[config.mk]
export PLATFORM = sky130hd
export DESIGN_NAME = itrx_amba4_apb_master
export DESIGN_NICKNAME = d
export VERILOG_FILES = /design/src/rtl/itrx_amba4_apb_master.sv
export SDC_FILE = /design/constraint.sdc
export NUM_CORES = 1
export LEC_CHECK = 0
export BUFFER_PORTS_ARGS = -buffer_cell sky130_fd_sc_hd__clkbuf_2
export CORE_AREA = 2 2 287 289
export DETAILED_ROUTE_END_ITERATION = 8
export DIE_AREA = 0 0 289 291
export PLACE_DENSITY = 0.46
export SLEW_MARGIN = 20
export SYNTH_ARGS = -nofsm -noshare
export SYNTH_HDL_FRONTEND = slang
export SYNTH_SLANG_ARGS = --single-unit
[constraint.sdc]
create_clock -name i_pclk -period 2.5 [get_ports i_pclk]
set_input_delay 0.25 -clock i_pclk [delete_from_list [all_inputs] [get_ports i_pclk]]
set_output_delay 0.25 -clock i_pclk [all_outputs]
set_load 0.03 [all_outputs]
[src/rtl/itrx_amba4_apb_master.sv]
// APB4 requester: accepts single-beat requests, decodes one of NS slaves and runs a
// SETUP/ACCESS transfer with wait states, timeout and decode-error responses.
module itrx_amba4_apb_master #(
  parameter int unsigned PDATAW  = 32,
  parameter int unsigned NS      = 16,
  parameter int unsigned SLVAW   = 12,
  parameter int unsigned TMO_CYC = 256,
  localparam int unsigned PSTRBW = PDATAW / 8
) (
  input  logic                 i_pclk,
  input  logic                 i_preset_n,
  // request port
  input  logic                 i_req_valid,
  output logic                 o_req_ready,
  input  logic [31:0]          i_req_addr,
  input  logic                 i_req_write,
  input  logic [PDATAW-1:0]    i_req_wdata,
  input  logic [PSTRBW-1:0]    i_req_strb,
  input  logic [2:0]           i_req_prot,
  // response port
  output logic                 o_rsp_valid,
  output logic [PDATAW-1:0]    o_rsp_rdata,
  output logic                 o_rsp_err,
  output logic                 o_rsp_tmo,
  // APB4 fabric
  output logic [31:0]          o_paddr,
  output logic                 o_pwrite,
  output logic [PDATAW-1:0]    o_pwdata,
  output logic [PSTRBW-1:0]    o_pstrb,
  output logic [2:0]           o_pprot,
  output logic [NS-1:0]        o_psel,
  output logic                 o_penable,
  input  logic [NS*PDATAW-1:0] i_prdata,
  input  logic [NS-1:0]        i_pready,
  input  logic [NS-1:0]        i_pslverr
);

  localparam int unsigned IDXW = (NS > 1) ? $clog2(NS) : 1;
  localparam int unsigned TMOW = $clog2(TMO_CYC);
  localparam logic [TMOW-1:0] TmoLast = TMOW'(TMO_CYC - 1);

  typedef enum logic [1:0] {StIdle, StSetup, StAccess, StDerr} state_e;

  state_e              r_state;
  state_e              w_state_nxt;

  logic [31:0]         r_addr;
  logic                r_write;
  logic [PDATAW-1:0]   r_wdata;
  logic [PSTRBW-1:0]   r_strb;
  logic [2:0]          r_prot;
  logic [IDXW-1:0]     r_idx;
  logic [TMOW-1:0]     r_tmo_cnt;

  logic                r_rsp_valid;
  logic [PDATAW-1:0]   r_rsp_rdata;
  logic                r_rsp_err;
  logic                r_rsp_tmo;

  logic                w_accept;
  logic [31:0]         w_slot;
  logic                w_req_derr;
  logic                w_sel_ready;
  logic                w_sel_err;
  logic [PDATAW-1:0]   w_sel_rdata;
  logic [NS-1:0]       w_psel_dec;
  logic                w_tmo_hit;
  logic                w_busy;

  logic                w_rsp_valid;
  logic [PDATAW-1:0]   w_rsp_rdata;
  logic                w_rsp_err;
  logic                w_rsp_tmo;

  // Any address bit above the slave windows that names a slot >= NS is a decode error.
  assign w_slot     = i_req_addr >> SLVAW;
  assign w_req_derr = (w_slot >= NS);
  assign w_accept   = (r_state == StIdle) && i_req_valid;

  // Selected-slave return path and one-hot select decode.
  always_comb begin
    w_sel_ready = 1'b0;
    w_sel_err   = 1'b0;
    w_sel_rdata = '0;
    w_psel_dec  = '0;
    for (int i = 0; i < NS; i++) begin
      if (r_idx == IDXW'(i)) begin
        w_sel_ready   = i_pready[i];
        w_sel_err     = i_pslverr[i];
        w_sel_rdata   = i_prdata[i*PDATAW +: PDATAW];
        w_psel_dec[i] = 1'b1;
      end
    end
  end

  assign w_tmo_hit = (r_state == StAccess) && !w_sel_ready && (r_tmo_cnt == TmoLast);

  // State register
  always_ff @(posedge i_pclk) begin
    if (!i_preset_n) begin
      r_state <= StIdle;
    end else begin
      r_state <= w_state_nxt;
    end
  end

  // Next-state logic
  always_comb begin
    w_state_nxt = r_state;
    unique case (r_state)
      StIdle: begin
        if (i_req_valid) begin
          w_state_nxt = w_req_derr ? StDerr : StSetup;
        end
      end
      StSetup:  w_state_nxt = StAccess;
      StAccess: begin
        if (w_sel_ready || w_tmo_hit) begin
          w_state_nxt = StIdle;
        end
      end
      StDerr:   w_state_nxt = StIdle;
      default:  w_state_nxt = StIdle;
    endcase
  end

  // Output logic
  always_comb begin
    w_busy      = (r_state == StSetup) || (r_state == StAccess);
    o_req_ready = (r_state == StIdle);
    o_penable   = (r_state == StAccess);
    o_psel      = w_busy ? w_psel_dec : '0;
    o_paddr     = w_busy ? r_addr : '0;
    o_pwrite    = w_busy && r_write;
    o_pwdata    = (w_busy && r_write) ? r_wdata : '0;
    o_pstrb     = (w_busy && r_write) ? r_strb : '0;
    o_pprot     = w_busy ? r_prot : '0;
    o_rsp_valid = r_rsp_valid;
    o_rsp_rdata = r_rsp_rdata;
    o_rsp_err   = r_rsp_err;
    o_rsp_tmo   = r_rsp_tmo;
  end

  // Response for the transfer that finishes at this edge; all zero otherwise.
  always_comb begin
    w_rsp_valid = 1'b0;
    w_rsp_rdata = '0;
    w_rsp_err   = 1'b0;
    w_rsp_tmo   = 1'b0;
    if (r_state == StAccess && w_sel_ready) begin
      w_rsp_valid = 1'b1;
      w_rsp_err   = w_sel_err;
      if (!r_write && !w_sel_err) begin
        w_rsp_rdata = w_sel_rdata;
      end
    end else if (w_tmo_hit) begin
      w_rsp_valid = 1'b1;
      w_rsp_err   = 1'b1;
      w_rsp_tmo   = 1'b1;
    end else if (r_state == StDerr) begin
      w_rsp_valid = 1'b1;
      w_rsp_err   = 1'b1;
    end
  end

  always_ff @(posedge i_pclk) begin
    if (!i_preset_n) begin
      r_addr  <= '0;
      r_write <= 1'b0;
      r_wdata <= '0;
      r_strb  <= '0;
      r_prot  <= '0;
      r_idx   <= '0;
    end else if (w_accept) begin
      r_addr  <= i_req_addr;
      r_write <= i_req_write;
      r_wdata <= i_req_wdata;
      r_strb  <= i_req_strb;
      r_prot  <= i_req_prot;
      r_idx   <= i_req_addr[SLVAW +: IDXW];
    end
  end

  // Counts ACCESS wait cycles; saturates at the timeout threshold.
  always_ff @(posedge i_pclk) begin
    if (!i_preset_n) begin
      r_tmo_cnt <= '0;
    end else if (w_state_nxt == StSetup) begin
      r_tmo_cnt <= '0;
    end else if (r_state == StAccess && !w_sel_ready && r_tmo_cnt != TmoLast) begin
      r_tmo_cnt <= r_tmo_cnt + 1'b1;
    end
  end

  always_ff @(posedge i_pclk) begin
    if (!i_preset_n) begin
      r_rsp_valid <= 1'b0;
      r_rsp_rdata <= '0;
      r_rsp_err   <= 1'b0;
      r_rsp_tmo   <= 1'b0;
    end else begin
      r_rsp_valid <= w_rsp_valid;
      r_rsp_rdata <= w_rsp_rdata;
      r_rsp_err   <= w_rsp_err;
      r_rsp_tmo   <= w_rsp_tmo;
    end
  end

endmodule
Word-level counts from Yosys, hierarchy flattened
Cells that the tools add are included.
{"block": "word_totals", "mem_bits_ro": 0, "wordCells": 131, "input_bits": 619, "memories": 0, "latchBits": 0, "mem_bits_rw": 0, "register_bits": 121}
{"block": "classes", "mul": 0, "mux": 78, "n_shift": 0, "n_div": 0, "eq_ne": 21, "bitwise": 1, "n_reduce_logical": 17, "n_addsub": 1, "order_cmp": 1}
{"operator": "two-way mux 32 bit", "count": 18}
{"operator": "two-way mux 1 bit", "count": 53}
{"operator": "equality test 4 bit, second input constant", "count": 8}
{"operator": "greater-or-equal comparator 20 x 5 -> 1 bit, second input constant", "count": 1}
{"operator": "equality test 4 x 3 -> 1 bit, second input constant", "count": 4}
{"operator": "two-way mux 16 bit", "count": 1}
{"operator": "adder 8 x 1 -> 8 bit, second input constant", "count": 1}
{"operator": "equality test 4 x 2 -> 1 bit, second input constant", "count": 2}
{"operator": "equality test 8 bit, second input constant", "count": 1}
{"operator": "inequality test 8 bit, second input constant", "count": 1}
{"operator": "case mux 2 bit (4 select lines)", "count": 1}
{"operator": "logical AND 1 bit", "count": 7}
{"operator": "two-way mux 2 bit", "count": 3}
{"operator": "equality test 2 x 1 -> 1 bit, second input constant", "count": 2}
{"operator": "equality test 2 bit, second input constant", "count": 2}
{"operator": "equality test 4 x 1 -> 1 bit, second input constant", "count": 1}
{"operator": "zero test 4 bit", "count": 1}
{"operator": "two-way mux 4 bit", "count": 1}
{"operator": "OR reduction 2 bit", "count": 2}
{"operator": "zero test 1 bit", "count": 3}
{"operator": "two-way mux 3 bit", "count": 1}
{"operator": "AND reduction 3 bit", "count": 1}
{"operator": "zero test 2 bit", "count": 1}
{"operator": "logical OR 1 bit", "count": 2}
{"operator": "inverter 1 bit", "count": 1}

Depth between registers and ports, before layout
{"block": "logic_depth", "depth_word": 25, "mapped_depth": 12, "depth_no_buf": 8}

Worst setup path after synthesis
Ideal clock, no wire load.
{"block": "synth_path", "path_type": "register -> output", "startpoint": "register r_addr[12] (netlist name)", "endpoint": "output port o_psel[3]", "setup_slack_ns": -0.082, "arrival_ns": 2.332, "path_stages_with_launch": 10, "n_path_buf": 7, "path_cell_list": "dfxtp_1 > buf_2 > buf_2 > buf_4 > buf_4 > buf_2 > buf_2 > buf_1 > nand3_1 > nor2_1"}
{"element": "to (decl)", "line": "31", "text": "output logic [NS-1:0] o_psel,"}

==> results.cfg <==
[synth]
synth_seq_cells = 117
syn_inst = 1369
ys.warnings.count = 0
syn_avg_cell_area_um2 = 7.279
ys.flop_type = dfxtp_1
ys_async_sr_fraction = 0
synth_edf_count = 0
ys_seq_area_frac = 0.2351
synth_nets = 1993
syn_area_um2 = 9965
yosysUniqueCellTypes = 67

[critical_path]
worstPathArrival_ns = 2.80
rrSetupSlack_ns = 0.05
critical_path_required_ns = 2.85
worstPathCellList = buf_6 -> nand3b_1 -> buf_4 -> nor2_1 -> a222oi_1 -> o21ai_0 -> buf_4 -> a21oi_1 -> a211oi_2
crit-reg2reg-launch = r_addr[13]
cpMaxStageDelayCell = dfxtp_4
r2r_cells = 9
critPathKind = reg -> reg
critPathMaxStageDelay_ns = 0.40
worstPathMaxFanout = 9
r2r_end = o_rsp_rdata[20]
crit_path_end_kind = flip-flop
cp-start-kind = flip-flop
crit_path_frequent_cell = buf_4

[pwr]
p_sw_mw = 4.654
swShare = 0.4509
p_clk_frac = 0.255
p_leak_nw = 7.491
p_int_mw = 5.668
p_seq_frac = 0.216
pwr-share-comb = 0.529
powerDensity_nw_per_um2 = 610.5
vdd_drop_max_mv = 0.4332

[timing]
setup_viol = 0
finalWorstPathRequiredPeriod_ns = 2.447
clock.fmax_ghz = 0.4086
slew_headroom = 0.4769
timing_max_transition_violations_final = 0
worst_slack_ns = 0.05285
hold_violations = 0
skew_ns = 0.02276
period_share = 0.9789
tns_ns = 0
worst_slew_pin_slew_ns = 0.7846

[floorplan]
ios = 744
start_util = 0.1227
die_h_um = 291
coreArea_um2 = 81190
num_rows = 105
fp.dieW_um = 289
dieArea_um2 = 84100

[final_layout]
area_growth_pct = 69.66
layout_common_cells = 739 x clkbuf_2, 208 x nand2_1, 164 x a21oi_1
fillerInstances = 9301
final_common_cell = clkbuf_2
design_area_um2 = 16910
fin_nets = 2796
finalNonFillerCells = 3263
drive_gt1_frac = 0.4604

[clock_network]
cts_buffer_depth = 2
path_clk_slew_ns = 0.07
numCtsBuffers = 17
cts.htree.levels = 4
clkSinkCount = 117
cts_tree = yes
clockRootBuffer = clkbuf_16
clk_latency_ns = 0.47

[routing]
wl_per_cell_um = 28.26
drt_iter0_drc = 891
drc = 0
via_per_inst = 4.461
first_pass_iters = 5
drtAntennaViolNets = 0
route.vias.total = 14560
drt-total-wl_um = 92200

[min_path]
whs_path_depth = 3
hold_class = in -> reg
whs_endpoint = r_addr[20]
hp-start = i_req_addr[20]

[grt]
grtUsageTotal = 0.2106
grt_overflow_total = 0
grt_pass1_vias = 14730
grt_start_max_net_pins = 75
grt_pass1_wl_um = 121900
antenna_found_initial = 42

[placement]
hpwl_um = 76840
numPortBuffers = 743
placedCellCount = 3156
gp_congestion = 0.9104
place_ws_ns = -0.4296
placed_area_um2 = 15520

[outcome]
outcome = finished, final reports clean

[job]
maxCapViolCount = 0
==> worst max-delay path: cells and delay by family, from the launching register on <==
kind	cells	cell delay, ns
AOI/OAI and AO/OA	4	0.90
buffers and inverters	3	0.70
and+or+nand+nor	2	0.34
DFF	1	0.40
==> cell usage after synthesis (17+ instances only) <==
| library cell | number | area [um^2] |
|---|---|---|
| a21oi_1 | 166 | 830.8 |
| a22oi_1 | 28 | 210.2 |
| and2_1 | 41 | 256.5 |
| and3_1 | 39 | 244.0 |
| buf_2 | 32 | 160.2 |
| clkbuf_1 | 81 | 304.0 |
| dfxtp_1 | 117 | 2342 |
| mux2_2 | 24 | 270.3 |
| mux2i_1 | 73 | 730.7 |
| mux4_2 | 17 | 382.9 |
| nand2_1 | 211 | 792.0 |
| nand3_1 | 19 | 95.09 |
| nor2_1 | 107 | 401.6 |
| o21ai_0 | 90 | 450.4 |
| o221ai_1 | 34 | 297.8 |
| o22ai_1 | 40 | 250.2 |
==> final cells by class <==
class	instances	area [um^2]	share of cell area
diodes	10	25.02	0.001480
well taps	1070	1339	0.07919
multi-input cells	1105	7083	0.4190
clock inverters	11	130.1	0.007697
repair buffers	922	5482	0.3242
inverters	9	33.78	0.001998
flip-flops and latches	117	2361	0.1397
clock buffers	19	452.9	0.02679
==> power by group through the flow <==
stage,registers (mW),logic [mW],clock network [mW]
final,2.23,5.46,2.64
after global routing,2.26,5.84,2.79
after CTS,2.24,5.40,2.74
after detailed placement,2.29,5.19,0
after global placement,2.29,5.21,0
after floorplan,2.24,2.66,0
==> worst max-delay path by stage <==
| stage | from | to | slack, ns | cells after the start |
|---|---|---|---|---|
| after CTS | r_addr[12] | o_rsp_rdata[3] | 0.006 | 7 |
| after detailed placement | r_addr[13] | o_rsp_rdata[3] | -0.43 | 8 |
| after global routing | r_addr[12] | o_rsp_rdata[7] | -0.0007 | 8 |
| final | r_addr[13] | o_rsp_rdata[20] | 0.05 | 9 |
| after global placement | r_addr[13] | o_rsp_rdata[3] | -0.45 | 8 |
| after floorplan | r_addr[12] | o_psel[3] | -0.08 | 9 |
==> metrics by stage <==
step,hold slack [ns],utilization,total power [mW]
3_5_place_dp,0.4418,0.1911,7.487
5_1_grt,0.02590,0.2081,10.88
4_1_cts,0.0006502,0.2065,10.38
3_3_place_gp,0.4375,0.1911,7.497
2_1_floorplan,0.3860,-,4.900
6_report,0.04240,0.2082,10.32
==> registers in the layout, summed over array words and instances (netlist names) <==
signal,count
o_rsp_err,1
r_strb,4
r_wdata,32
o_rsp_valid,1
r_write,1
r_prot,3
o_rsp_tmo,1
r_state,2
r_tmo_cnt,8
r_addr,32
o_rsp_rdata,32
==> metal layers <==
metal,up-vias,wire length (um),track usage
met3,135,8052,0.06489
met5,-,241,0
met1,6876,37400,0.2528
li1,6676,-,-
met2,832,43970,0.3574
met4,38,2544,0.06248
==> repair_timing <==
item	in CTS	in global routing
endpoints found under the hold margin	53	0
resized for setup	14	17
gates cloned	0	0
buffers inserted	8	6
hold buffers	53	0
pin swaps	2	3
endpoints found under the setup margin	105	30
==> logic make-up after synthesis <==
kind of cell               count (synthesis)  synth area share
muxes                                    114            0.1389
and+or+nand+nor                          506            0.2440
buffers and inverters                    147           0.06630
adders and majority gates                  5          0.006278
DFF                                      117            0.2351
AOI/OAI and AO/OA                        480            0.3095
Power figures use the tool's default switching activity.
